`src/rtl/i2c_write_burst_if.sv`:
```
// Request, status and bus-line bundle for the i2c_write_burst controller.
// The master modport is the requester side; the controller uses the slave modport.
interface i2c_write_burst_if #(
  parameter int PTR_BYTES = 1,
  parameter int MAX_BYTES = 4
);
  localparam int NB_W = $clog2(MAX_BYTES + 1);

  logic                   GO;
  logic [6:0]             SLAVE_ADDRESS;
  logic [8*PTR_BYTES-1:0] POINTER;
  logic [8*MAX_BYTES-1:0] WDATA;
  logic [NB_W-1:0]        NBYTES;
  logic                   SDAI;
  logic                   SDAO;
  logic                   SCLO;
  logic                   BUSY;
  logic                   END_OK;
  logic                   ACK_OK;
  logic                   NACK_ERR;
  logic [4:0]             BYTE_IDX;

  modport master (
    output GO, SLAVE_ADDRESS, POINTER, WDATA, NBYTES, SDAI,
    input  SDAO, SCLO, BUSY, END_OK, ACK_OK, NACK_ERR, BYTE_IDX
  );

  modport slave (
    input  GO, SLAVE_ADDRESS, POINTER, WDATA, NBYTES, SDAI,
    output SDAO, SCLO, BUSY, END_OK, ACK_OK, NACK_ERR, BYTE_IDX
  );
endinterface

```
`src/rtl/i2c_write_burst.sv`:
```
// I2C register-write burst master: START, address, pointer, data bytes, STOP.
// state  | meaning
// IDLE   | lines released, waiting for a GO rising edge
// START  | 2 quarters: SDA falls with SCL high, then SCL low
// BIT    | 4 quarters per data bit, MSB first
// ACK    | 4 quarters, SDA released, slave ACK sampled at end of q2
// STOP   | 3 quarters: 0/0, 0/1, 1/1
// DONE   | one-cycle END_OK pulse
module i2c_write_burst #(
  parameter int CLK_DIV   = 4,
  parameter int PTR_BYTES = 1,
  parameter int MAX_BYTES = 4,
  parameter int ACK_CHECK = 1
) (
  input logic PT_CK,
  input logic RESET,
  i2c_write_burst_if.slave bus
);
  localparam int NB_W = $clog2(MAX_BYTES + 1);

  localparam logic [2:0] S_IDLE  = 3'd0;
  localparam logic [2:0] S_START = 3'd1;
  localparam logic [2:0] S_BIT   = 3'd2;
  localparam logic [2:0] S_ACK   = 3'd3;
  localparam logic [2:0] S_STOP  = 3'd4;
  localparam logic [2:0] S_DONE  = 3'd5;

  logic [2:0]      state;
  logic [7:0]      qcnt;
  logic [1:0]      qtr;
  logic [2:0]      bit_idx;
  logic [4:0]      byte_idx;
  logic [4:0]      last_idx;
  logic [7:0]      frame    [32];
  logic [7:0]      frame_in [32];
  logic [NB_W-1:0] nb_clamp;
  logic            go_q;
  logic            all_ack;
  logic            nack_slot;
  logic            ack_ok;
  logic            nack_err;
  logic            tick;
  logic            go_edge;
  logic [7:0]      cur_byte;

  assign tick     = (qcnt == 8'(CLK_DIV - 1));
  assign go_edge  = bus.GO && !go_q;
  assign nb_clamp = (bus.NBYTES > NB_W'(MAX_BYTES)) ? NB_W'(MAX_BYTES) : bus.NBYTES;
  assign cur_byte = frame[byte_idx];

  // Whole frame is flattened into byte order at GO so the shifter only walks an index.
  always_comb begin
    for (int i = 0; i < 32; i++) frame_in[i] = 8'h00;
    frame_in[0] = {bus.SLAVE_ADDRESS, 1'b0};
    for (int p = 0; p < PTR_BYTES; p++) frame_in[1+p] = bus.POINTER[8*(PTR_BYTES-1-p) +: 8];
    for (int k = 0; k < MAX_BYTES; k++) frame_in[1+PTR_BYTES+k] = bus.WDATA[8*k +: 8];
  end

  always_ff @(posedge PT_CK) begin
    if (RESET) begin
      state     <= S_IDLE;
      qcnt      <= '0;
      qtr       <= '0;
      bit_idx   <= '0;
      byte_idx  <= '0;
      last_idx  <= '0;
      go_q      <= bus.GO;  // a GO held through reset must not look like an edge
      all_ack   <= 1'b0;
      nack_slot <= 1'b0;
      ack_ok    <= 1'b0;
      nack_err  <= 1'b0;
    end else begin
      go_q <= bus.GO;
      if (state == S_IDLE || state == S_DONE) qcnt <= '0;
      else qcnt <= tick ? '0 : qcnt + 8'd1;

      case (state)
        S_IDLE: if (go_edge) begin
          frame    <= frame_in;
          last_idx <= 5'(PTR_BYTES) + 5'(nb_clamp);
          byte_idx <= '0;
          qtr      <= '0;
          bit_idx  <= 3'd7;
          all_ack  <= 1'b1;
          ack_ok   <= 1'b0;
          nack_err <= 1'b0;
          state    <= S_START;
        end
        S_START: if (tick) begin
          if (qtr == 2'd1) begin
            qtr   <= '0;
            state <= S_BIT;
          end else qtr <= qtr + 2'd1;
        end
        S_BIT: if (tick) begin
          qtr <= qtr + 2'd1;
          if (qtr == 2'd3) begin
            bit_idx <= bit_idx - 3'd1;  // wraps to 7 for the next byte
            if (bit_idx == 3'd0) state <= S_ACK;
          end
        end
        S_ACK: if (tick) begin
          qtr <= qtr + 2'd1;
          if (qtr == 2'd2) begin
            nack_slot <= bus.SDAI;
            if (bus.SDAI) begin
              nack_err <= 1'b1;
              all_ack  <= 1'b0;
            end
          end
          if (qtr == 2'd3) begin
            if ((nack_slot && ACK_CHECK != 0) || byte_idx == last_idx) state <= S_STOP;
            else begin
              state    <= S_BIT;
              byte_idx <= byte_idx + 5'd1;
            end
          end
        end
        S_STOP: if (tick) begin
          if (qtr == 2'd2) begin
            qtr    <= '0;
            state  <= S_DONE;
            ack_ok <= all_ack;
          end else qtr <= qtr + 2'd1;
        end
        S_DONE: begin
          state    <= S_IDLE;
          byte_idx <= '0;
        end
        default: state <= S_IDLE;
      endcase
    end
  end

  always_comb begin
    bus.SDAO = 1'b1;
    bus.SCLO = 1'b1;
    case (state)
      S_START: begin
        bus.SDAO = 1'b0;
        bus.SCLO = (qtr == 2'd0);
      end
      S_BIT: begin
        bus.SDAO = cur_byte[bit_idx];
        bus.SCLO = (qtr == 2'd1) || (qtr == 2'd2);
      end
      S_ACK: begin
        bus.SDAO = 1'b1;
        bus.SCLO = (qtr == 2'd1) || (qtr == 2'd2);
      end
      S_STOP: begin
        bus.SDAO = (qtr == 2'd2);
        bus.SCLO = (qtr != 2'd0);
      end
      default: ;
    endcase
  end

  assign bus.BUSY     = (state != S_IDLE);
  assign bus.END_OK   = (state == S_DONE);
  assign bus.ACK_OK   = ack_ok;
  assign bus.NACK_ERR = nack_err;
  assign bus.BYTE_IDX = byte_idx;
endmodule

```
`src/flat_wrapper.sv`:
```
// flat-port wrapper written by rule: the top's interface ports become plain ports
module i2c_write_burst_flat 
#(
  parameter int CLK_DIV   = 4,
  parameter int PTR_BYTES = 1,
  parameter int MAX_BYTES = 4,
  parameter int ACK_CHECK = 1
)
  (PT_CK, RESET, bus_GO, bus_SLAVE_ADDRESS, bus_POINTER, bus_WDATA, bus_NBYTES, bus_SDAI, bus_SDAO, bus_SCLO, bus_BUSY, bus_END_OK, bus_ACK_OK, bus_NACK_ERR, bus_BYTE_IDX);
  i2c_write_burst_if #(.PTR_BYTES(PTR_BYTES), .MAX_BYTES(MAX_BYTES)) bus_i ();
  input logic PT_CK;
  input logic RESET;
  input wire logic [$bits(bus_i.GO)-1:0] bus_GO;
  input wire logic [$bits(bus_i.SLAVE_ADDRESS)-1:0] bus_SLAVE_ADDRESS;
  input wire logic [$bits(bus_i.POINTER)-1:0] bus_POINTER;
  input wire logic [$bits(bus_i.WDATA)-1:0] bus_WDATA;
  input wire logic [$bits(bus_i.NBYTES)-1:0] bus_NBYTES;
  input wire logic [$bits(bus_i.SDAI)-1:0] bus_SDAI;
  output wire logic [$bits(bus_i.SDAO)-1:0] bus_SDAO;
  output wire logic [$bits(bus_i.SCLO)-1:0] bus_SCLO;
  output wire logic [$bits(bus_i.BUSY)-1:0] bus_BUSY;
  output wire logic [$bits(bus_i.END_OK)-1:0] bus_END_OK;
  output wire logic [$bits(bus_i.ACK_OK)-1:0] bus_ACK_OK;
  output wire logic [$bits(bus_i.NACK_ERR)-1:0] bus_NACK_ERR;
  output wire logic [$bits(bus_i.BYTE_IDX)-1:0] bus_BYTE_IDX;
  assign bus_i.GO = bus_GO;
  assign bus_i.SLAVE_ADDRESS = bus_SLAVE_ADDRESS;
  assign bus_i.POINTER = bus_POINTER;
  assign bus_i.WDATA = bus_WDATA;
  assign bus_i.NBYTES = bus_NBYTES;
  assign bus_i.SDAI = bus_SDAI;
  assign bus_SDAO = bus_i.SDAO;
  assign bus_SCLO = bus_i.SCLO;
  assign bus_BUSY = bus_i.BUSY;
  assign bus_END_OK = bus_i.END_OK;
  assign bus_ACK_OK = bus_i.ACK_OK;
  assign bus_NACK_ERR = bus_i.NACK_ERR;
  assign bus_BYTE_IDX = bus_i.BYTE_IDX;
  i2c_write_burst #(.CLK_DIV(CLK_DIV), .PTR_BYTES(PTR_BYTES), .MAX_BYTES(MAX_BYTES), .ACK_CHECK(ACK_CHECK)) u_core (.PT_CK(PT_CK), .RESET(RESET), .bus(bus_i));
endmodule
```
`config.mk`:
```
export PLATFORM = sky130hd
export DESIGN_NAME = i2c_write_burst_flat
export DESIGN_NICKNAME = d
export VERILOG_FILES = /design/src/rtl/i2c_write_burst_if.sv /design/src/rtl/i2c_write_burst.sv /design/src/flat_wrapper.sv
export SDC_FILE = /design/constraint.sdc
export NUM_CORES = 1
export LEC_CHECK = 0
export BUFFER_PORTS_ARGS = -buffer_cell sky130_fd_sc_hd__clkbuf_2
export CORE_MARGIN = 2
export CORE_UTILIZATION = 60
export DETAILED_ROUTE_END_ITERATION = 16
export PLACE_DENSITY = 0.85
export REMOVE_ABC_BUFFERS = 1
export SYNTH_ARGS = -nofsm -noshare
export SYNTH_HDL_FRONTEND = slang
export SYNTH_SLANG_ARGS = --single-unit
```
`constraint.sdc`:
```
create_clock -name PT_CK -period 6.3 [get_ports PT_CK]
set_input_delay 0.63 -clock PT_CK [delete_from_list [all_inputs] [get_ports PT_CK]]
set_output_delay 0.63 -clock PT_CK [all_outputs]
set_load 0.03 [all_outputs]
```
==> metrics.yaml, run 1 <==
clock-root-buffer: "clkbuf_8"
clock_sinks: 77
hp-class: "input port to flip-flop"
synthFlopType: "edfxtp_1"
cts_resized: 0
routed-wl-met2_um: 3320
multi_input_area_um2: 1470
syn_inst: 308
max-cap-violations: 0
synth_edf_count: 47
dp_slack_ns: 3.42
die_area_um2: 6650
core_um2: 5850
slew-limit-headroom_pct: 18.4
finalSetupViolCount: 0
leakagePower_uw: 0.00152
synth.distinct_cells: 56
viasPerCell: 5.77
clk_path_buf_depth: 2
rows: 28
regArea_um2: 2010
period_share_pct: 51.8
powerDensity_nw_per_um2: 351
m1WireLength_um: 2990
critPathKind: "flip-flop to primary output"
cp_cell_sequence: "buf_4 > mux2i_1 > a22oi_1 > nor3_1 > a21oi_1 > o21ai_0 > o221ai_1 > clkbuf_2"
cp-start-kind: "flip-flop"
layout_commonest_cell: "clkbuf_2"
drt_wl_total_um: 6940
final-max-slew-violation-count: 0
syn_to_final_growth_pct: 15.9
numPortBuffers: 64
final.setup.tns_ns: 0
path_max_fanout: 12
post-dp-hpwl_um: 4940
drive_above_1_share_pct: 29.0
layout_common_cells: "64 x clkbuf_2, 47 x edfxtp_1, 30 x nor2_1, 30 x dfxtp_1, 18 x a21oi_1"
ff2ff_setup_slack_ns: 3.50
fin_nets: 432
ys_seq_elements: 77
setup_ws_ns: 3.04
drt_iter0_drc: 270
yosys_warnings: 0
worstMarginPinSlew_ns: 1.22
cpPeakStageDelay_ns: 0.71
required_ns: 5.67
arrival_ns: 2.63
postRouteAntennaNets: 0
cts.clk_slew.worst_paths_ns: 0.08
irDropWorstVdd_uv: 254
dr_wl_met3_um: 426
antenna_found_initial: 0
hold_viol_final: 0
initial_core_util_pct: 61.6
place.gp.congestion: 0.829
synth_area_um2: 3610
die_x_um: 81.5
cts_tree: "built"
io_pins: 65
antenna_cells: 0
status: "complete, no violations"
htreeDepth: 3
async_reset_ff_share_pct: 0
numCtsBuffers: 9
rsz0062_at_grt: "no"
routedWlPerCell_um: 15.5
fin_skew_ns: 0.0103
vias: 2581
layout_min_cycle_time_ns: 3.26
firstDrtPassIters: 4
post-cts-setup-buffers: 0
cts_hold_buffers: 0
fmax_mhz: 307
slowest_stage: "dfxtp_1"
drc: 0
ys_seq_area_share_pct: 55.8
n_fill_cell: 420
grt_max_degree: 48
grt.overflow.total: 0
top_layer: "met4"
worstSetupEndpointType: "primary output"
grt_pass1_wl_um: 11400
grt_pass1_vias: 2487
syn_avg_cell_area_um2: 11.7
insertion_delay_ns: 0.35
grt_usage_pct: 23.2
die_y_um: 81.5
synth_stat cells, drive strengths merged, types with 2 or more instances:
| library cell | number | area, um2 |
|---|---|---|
| a211oi | 6 | 50.1 |
| buf | 6 | 37.5 |
| dfxtp | 30 | 601 |
| nand2 | 17 | 66.3 |
| xor2 | 11 | 96.3 |
| nand3 | 11 | 55.1 |
| inv | 13 | 48.8 |
| a31oi | 3 | 18.8 |
| ha | 11 | 138 |
| nor2 | 31 | 116 |
| o21ai | 12 | 63.8 |
| or2 | 3 | 18.8 |
| and3 | 3 | 20.0 |
| nor3b | 3 | 22.5 |
| edfxtp | 47 | 1410 |
| a311oi | 2 | 17.5 |
| mux4 | 7 | 158 |
| nor3 | 7 | 40.0 |
| or3 | 4 | 25.0 |
| nand2b | 5 | 31.3 |
| nor2b | 3 | 18.8 |
| nand3b | 2 | 15.0 |
| mux2i | 9 | 90.1 |
| o211ai | 2 | 28.8 |
| a22oi | 4 | 30.0 |
| o21a | 2 | 16.3 |
| clkbuf | 11 | 41.3 |
| nand4 | 3 | 18.8 |
| a211o | 2 | 18.8 |
| a21oi | 19 | 98.9 |
| o22ai | 4 | 25.0 |
| xnor2 | 3 | 26.3 |
cell families after synthesis:
logic type | count (synthesis) | share of synthesized area, %
multiplexers | 17 | 7.18
XOR/XNOR | 14 | 3.40
AO/OA/AOI/OAI | 64 | 12.8
AND/OR/NAND/NOR | 95 | 13.5
buffers and inverters | 30 | 3.54
adder cells (fa/ha/maj) | 11 | 3.82
flip-flops | 77 | 55.8
layout make-up:
class,instances,share of cell area [%]
inverters,13,1.17
flip-flops and latches,77,48.1
repair buffers,65,7.84
multi-input cells,201,35.3
well taps,75,2.25
clock buffers,9,2.96
clock inverters,7,2.37
sequential cells by signal (all words and copies together), names as in the netlist:
name,cells
u_core.bus.NACK_ERR,1
u_core.go_q,1
u_core.bit_idx,3
u_core.last_idx,4
u_core.frame,47
u_core.all_ack,1
u_core.nack_slot,1
u_core.state,3
u_core.qcnt,8
u_core.qtr,2
u_core.bus.ACK_OK,1
u_core.bus.BYTE_IDX,5
where the power goes:
part / internal, uW / switching, uW / total, uW
combinational: 173 / 223 / 396
sequential: 584 / 75.4 / 660
clock: 225 / 188 / 413
total: 982 / 486 / 1470
stage by stage:
step                      std cells  area, um2  hold slack [ns]  power [uW]  utilization [%]
final                           447       4180            0.391        1470             71.4
after global routing            447       4180            0.395        1550             71.4
after floorplan                 291       3530            0.426         954                -
after detailed placement        431       3960            0.444        1060             67.6
after global placement          431       3960            0.441        1050             67.6
after CTS                       447       4180            0.386        1470             71.4
worst max-delay path: cells and delay by family, from the launching register on:
kind                   cells  cell delay [ns]
AND/OR/NAND/NOR            1             0.18
flip-flops                 1             0.71
AO/OA/AOI/OAI              4             0.60
buffers and inverters      2             0.57
multiplexers               1             0.22
routing by layer:
metal  GRT usage, %  up-vias
li1               -     1254
met1           30.8     1199
met2           36.0      107
met3           3.96       21
met4           13.6        0
met5              0        -
final timing paths:
kind,start,to,cells after the start
min,bus_GO,u_core.go_q,1
max,u_core.bus.BYTE_IDX[0],bus_SDAO,8
max reg2reg,u_core.state[0],u_core.frame[227],4
min reg2reg,u_core.qcnt[0],u_core.qcnt[0],1
No activity file was read; power rests on OpenSTA's default activity.
==> run 2, diff against run 1 <==
CORE_UTILIZATION = 55   (was 60)
PLACE_DENSITY = 0.79   (was 0.85)
clock period = 3.34 ns   (was 6.3 ns; I/O delays follow)
==> run 2 against run 1 <==
  * Wire length down 0.97%
  * Sequential share of layout area is 0.10 points lower
  * Critical path depth decreased by 2
  * Non-clock buffer count up 2
  * Count of clock-buffer cells in the layout unchanged
  * Sequential power is 86% higher
  * Clock skew about the same
  * Clock power increased by 82%
  * Die area up 8.6%
  * Critical endpoint unchanged
==> metrics.yaml, run 2 (synthesis gave the netlist of run 1 again) <==
viasPerCell: 5.59  # -3.3%
post-dp-hpwl_um: 4870  # -1.3%
postRouteAntennaNets: 0  # unchanged
clk_path_buf_depth: 2  # unchanged
r2r-start: "u_core.state[2]"
path_max_fanout: 7  # -5
grt-busiest-layer: "met2"
r2r_end: "u_core.frame[234]"
irDropWorstVdd_uv: 345  # +36%
drt_wl_total_um: 6880  # -0.97%
use_met1_pct: 26.8  # -4.0 points
cts_hold_buffers: 0  # unchanged
worstMarginPinSlew_ns: 0.808  # -0.413 ns
vias: 2519  # -2.4%
final-max-slew-violation-count: 0  # unchanged
leakagePower_uw: 0.00153  # +0.49%
worstHoldEndpoint: "u_core.go_q"
fmax_mhz: 360
holdWs_ns: 0.0957  # -0.296 ns
syn_to_final_growth_pct: 16.1
post-cts-setup-buffers: 0  # unchanged
ff2ff_setup_slack_ns: 0.93  # -2.57 ns
cts_resized: 0  # unchanged
hold-path-cell-count: 1  # unchanged
drc: 0  # unchanged
die_x_um: 85.0  # +4.2%
htreeDepth: 3  # unchanged
rsz0062_at_grt: "no"
final.setup.tns_ns: 0  # unchanged
status: "complete, no violations"
required_ns: 3.01  # -2.66 ns
initial_core_util_pct: 56.8  # -4.8 points
grt_usage_pct: 20.6  # -2.6 points
layout_commonest_cell: "clkbuf_2"
die_area_um2: 7220  # +8.6%
clock_sinks: 77  # unchanged
hold_viol_final: 0  # unchanged
worstSetupEndpointType: "primary output"
io_pins: 65  # unchanged
hold_start: "bus_GO"
cts.clk_slew.worst_paths_ns: 0.08  # about the same
firstDrtPassIters: 5  # +1
layout_common_cells: "64 x clkbuf_2, 47 x edfxtp_1, 30 x nor2_1, 30 x dfxtp_1, 18 x a21oi_1"
antenna_cells: 0  # unchanged
reg2regPathDepth: 5  # +1
slew-limit-headroom_pct: 46.0  # +28 points
powerDensity_nw_per_um2: 656  # +87%
routedWlPerCell_um: 15.2  # -1.8%
critPathKind: "flip-flop to primary output"
finalSetupViolCount: 0  # unchanged
largest_reg_flops: 47  # unchanged
use_met3_pct: 4.96  # +1.0 points
max-cap-violations: 0  # unchanged
cts_tree: "built"
arrival_ns: 2.44  # -0.19 ns
clock-root-buffer: "clkbuf_8"
die_y_um: 85.0  # +4.2%
grt.overflow.total: 0  # unchanged
cp-start-kind: "flip-flop"
rows: 29  # +3.6%
place.gp.congestion: 0.839  # +1.2%
antenna_found_initial: 0  # unchanged
hp-class: "input port to flip-flop"
insertion_delay_ns: 0.36  # about the same
grt_max_degree: 48  # unchanged
layout_min_cycle_time_ns: 2.78
fin_skew_ns: 0.0106  # +0.000315 ns
grt_pass1_wl_um: 11500  # +1.4%
regMostFlops: "u_core.frame"
numPortBuffers: 64  # unchanged
period_share_pct: 83.2
grt_pass1_vias: 2444  # -1.7%
fin_nets: 434  # +0.46%
drive_above_1_share_pct: 29.1  # +0.11 points
grtUsageMet2_pct: 33.0  # -3.0 points
core_um2: 6350  # +8.5%
numCtsBuffers: 9  # unchanged
drt_iter0_drc: 185  # -31%
run 2: critical path: stages (launching register included):
cell and delay [ns]:
dfxtp_1 0.52, mux4_2 0.54, nor3_1 0.19, a21oi_1 0.09, o21ai_0 0.31, o221ai_1 0.21
clkbuf_2 0.23
run 2: cell type report:
class / count / area (um2)
Clock buffer: 9 / 124
Clock inverter: 7 / 90.1
Fill cell: 495 / 2160
Inverter: 13 / 48.8
Multi-Input combinational cell: 201 / 1470
Sequential cell: 77 / 2010
Tap cell: 77 / 96.3
Timing Repair Buffer: 67 / 343
run 2: routing by layer:
layer / up-vias / routed length [um]
li1: 1254 / -
met4: 0 / 128
met2: 75 / 3370
met1: 1177 / 3030
met3: 13 / 346
met5: - / 0
run 2: worst max path at each step:
stage	cells after the start	end	from
detailed placement	5	u_core.frame[210]	u_core.state[0]
CTS	6	bus_SDAO	u_core.bus.BYTE_IDX[0]
floorplan	4	u_core.frame[208]	u_core.state[0]
global placement	6	bus_SDAO	u_core.bus.BYTE_IDX[0]
finish	6	bus_SDAO	u_core.bus.BYTE_IDX[0]
global route	8	bus_SDAO	u_core.bus.BYTE_IDX[0]
run 2: per-stage QoR:
| stage | power [uW] | cells | area (um2) | utilization (%) | worst slack [ns] |
|---|---|---|---|---|---|
| after floorplan | 1800 | 291 | 3530 | - | -0.433 |
| after global placement | 1990 | 435 | 3970 | 62.6 | 1.03 |
| after detailed placement | 2010 | 435 | 3970 | 62.6 | 0.976 |
| after CTS | 2760 | 451 | 4190 | 66.0 | 0.553 |
| after global routing | 2900 | 451 | 4190 | 66.0 | 0.443 |
| final | 2750 | 451 | 4190 | 66.0 | 0.563 |
run 2: power by group:
part | switching (uW) | internal [uW]
combinational | 430 | 334
clock | 334 | 416
sequential | 131 | 1100
total | 894 | 1850
==> run 3, diff against run 2 <==
CORE_UTILIZATION = 50   (was 55)
PLACE_DENSITY = 0.76   (was 0.79)
clock period = 2.34 ns   (was 3.34 ns; I/O delays follow)
==> run 3 against run 2 <==
  * Core utilization shrank 2.5 points
  * First-iteration DRC count shrank 0.54%
  * Via count grew 1.1%
  * Clock power grew 49%
  * Wire length grew 2.1%
  * Power grew 51%
  * Final cell count grew 6.0%
  * Cell area grew 4.0%
  * Clock skew is essentially flat
  * Critical path depth is the same
==> metrics.yaml, run 3 (synthesis gave the netlist of run 1 again) <==
r2r-start: "u_core.qcnt[0]"
grt.overflow.total: 0  # unchanged
cp_cell_sequence: "buf_12 > mux4_2 > o311a_1 > nand4_1 > o221ai_2 > clkbuf_8"
viasPerCell: 5.33  # -4.6%
regMostFlops: "u_core.frame"
hold_viol_final: 0  # unchanged
cts.clk_slew.worst_paths_ns: 0.08  # about the same
r2r_end: "u_core.bus.BYTE_IDX[2]"
place.gp.congestion: 0.847  # +1.0%
grt_pass1_vias: 2481  # +1.5%
drt_wl_total_um: 7020  # +2.1%
n_fill_cell: 521  # +5.3%
die_x_um: 88.9  # +4.7%
grt_max_degree: 48  # unchanged
swShare_pct: 32.5  # about the same
dp_slack_ns: 0.199  # -0.777 ns
crit_family: "multiplexers"
crit_end: "bus_SDAO"
largest_reg_flops: 47  # unchanged
powerDensity_nw_per_um2: 951  # +45%
irDropWorstVdd_uv: 571  # +65%
grt_usage_pct: 19.6  # -0.92 points
cts_tree: "built"
clock_sinks: 77  # unchanged
core_um2: 6870  # +8.2%
arrival_ns: 2.09  # -0.35 ns
p_switching_uw: 1350  # +51%
vias: 2546  # +1.1%
fin_area_um2: 4360  # +4.0%
placed_cell_area_um2: 4050  # +2.0%
antenna_found_initial: 0  # unchanged
layout_commonest_cell: "clkbuf_2"
cp-start-kind: "flip-flop"
final-max-slew-violation-count: 0  # unchanged
firstDrtPassIters: 4  # -1
initial_core_util_pct: 52.5  # -4.3 points
max-cap-violations: 0  # unchanged
drt_iter0_drc: 184  # -0.54%
die_y_um: 88.9  # +4.7%
required_ns: 2.11  # -0.90 ns
rows: 30  # +3.4%
final.setup.tns_ns: 0  # unchanged
routedWlPerCell_um: 14.7  # -3.7%
status: "complete, no violations"
worst-path-buf-inv: 2  # +1
worstMarginPinSlew_ns: 0.486  # -0.322 ns
ff2ff_setup_slack_ns: 0.26  # -0.67 ns
postRouteAntennaNets: 0  # unchanged
cpPeakStageDelay_ns: 0.51  # -0.03 ns
holdWs_ns: 0.0492  # -0.0465 ns
syn_to_final_growth_pct: 20.8
hp-class: "input port to flip-flop"
leakagePower_uw: 0.00159  # +4.1%
p_int_uw: 2800  # +51%
antenna_cells: 0  # unchanged
numCtsBuffers: 9  # unchanged
seqPwrFrac_pct: 41.6  # -3.3 points
htreeDepth: 3  # unchanged
rsz0062_at_grt: "yes"
fin_nets: 442  # +1.8%
fin_util_pct: 63.4  # -2.5 points
fin_skew_ns: 0.0102  # -0.000419 ns
slowest_stage: "mux4_2"
die_area_um2: 7910  # +9.5%
layout_min_cycle_time_ns: 2.32
period_share_pct: 99.3
combinationalPowerShare_pct: 31.5  # +3.7 points
clk_path_buf_depth: 2  # unchanged
drive_above_1_share_pct: 31.7  # +2.5 points
post-dp-hpwl_um: 5060  # +4.0%
drc: 0  # unchanged
numPortBuffers: 64  # unchanged
layout_common_cells: "63 x clkbuf_2, 47 x edfxtp_1, 30 x nor2_1"
worstSetupEndpointType: "primary output"
critPathKind: "flip-flop to primary output"
startpoint: "u_core.bus.BYTE_IDX[0]"
fmax_mhz: 430
grt_pass1_wl_um: 11800  # +2.1%
insertion_delay_ns: 0.36  # about the same
finalSetupViolCount: 0  # unchanged
path_max_fanout: 8  # +1
io_pins: 65  # unchanged
setup_ws_ns: 0.0170  # -0.546 ns
clock-root-buffer: "clkbuf_8"
reg2regPathDepth: 7  # +2
slew-limit-headroom_pct: 67.5  # +21 points
power.share.clock_pct: 27.0  # -0.3 points
worst-path-stages: 6  # unchanged
## run 3: worst min-delay path by stage
stage / startpoint / end / slack (ns) / cells after the start
6_report: bus_SLAVE_ADDRESS[6] / u_core.frame[255] / 0.05 / 1
5_1_grt: bus_WDATA[7] / u_core.frame[239] / 0.04 / 1
4_1_cts: bus_WDATA[14] / u_core.frame[230] / 0.04 / 1
3_5_place_dp: bus_GO / u_core.go_q / 0.36 / 1
3_3_place_gp: bus_GO / u_core.go_q / 0.36 / 1
2_1_floorplan: bus_GO / u_core.go_q / 0.26 / 0
## run 3: area by class of cell
| class | instances | area [um2] | share of cell area (%) |
|---|---|---|---|
| clock buffers | 9 | 124 | 2.84 |
| multi-input cells | 201 | 1490 | 34.1 |
| flip-flops and latches | 77 | 2020 | 46.3 |
| repair buffers | 75 | 464 | 10.7 |
| clock inverters | 7 | 97.6 | 2.24 |
| inverters | 13 | 48.8 | 1.12 |
| well taps | 96 | 120 | 2.76 |
## run 3: repair_timing
item / in CTS / in global routing
hold buffers: 1 / 0
pin swaps: 3 / 2
buffers inserted: 3 / 0
endpoints found under the hold margin: 1 / 0
gates cloned: 0 / 0
endpoints found under the setup margin: 1 / 1
resized for setup: 9 / 2
## run 3: power groups by stage
stage | clock, uW | sequential [uW] | combinational, uW
2_1_floorplan | 0 | 1790 | 775
3_3_place_gp | 0 | 1740 | 1160
3_5_place_dp | 0 | 1740 | 1190
4_1_cts | 1130 | 1720 | 1290
5_1_grt | 1190 | 1740 | 1420
6_report | 1120 | 1720 | 1300
## run 3: stage by stage
stage	cells	power, uW
after floorplan	291	2570
after global placement	458	2900
after detailed placement	458	2930
after CTS	478	4150
after global routing	478	4350
final	478	4140
## run 3: worst register-to-register path: cells and delay by family, from the launching register on
kind | cells | cell delay [ns]
DFF | 1 | 0.37
adders and majority gates | 1 | 0.24
and+or+nand+nor | 3 | 0.92
AOI/OAI and AO/OA | 3 | 0.49
## run 3: metal layers
metal  track usage [%]  wire, um  vias to the layer above
met5                 0         0                        -
met4              7.16        85                        0
met3              4.89       375                        8
met2              31.2      3480                       68
met1              26.4      3080                     1203
li1                  -         -                     1267
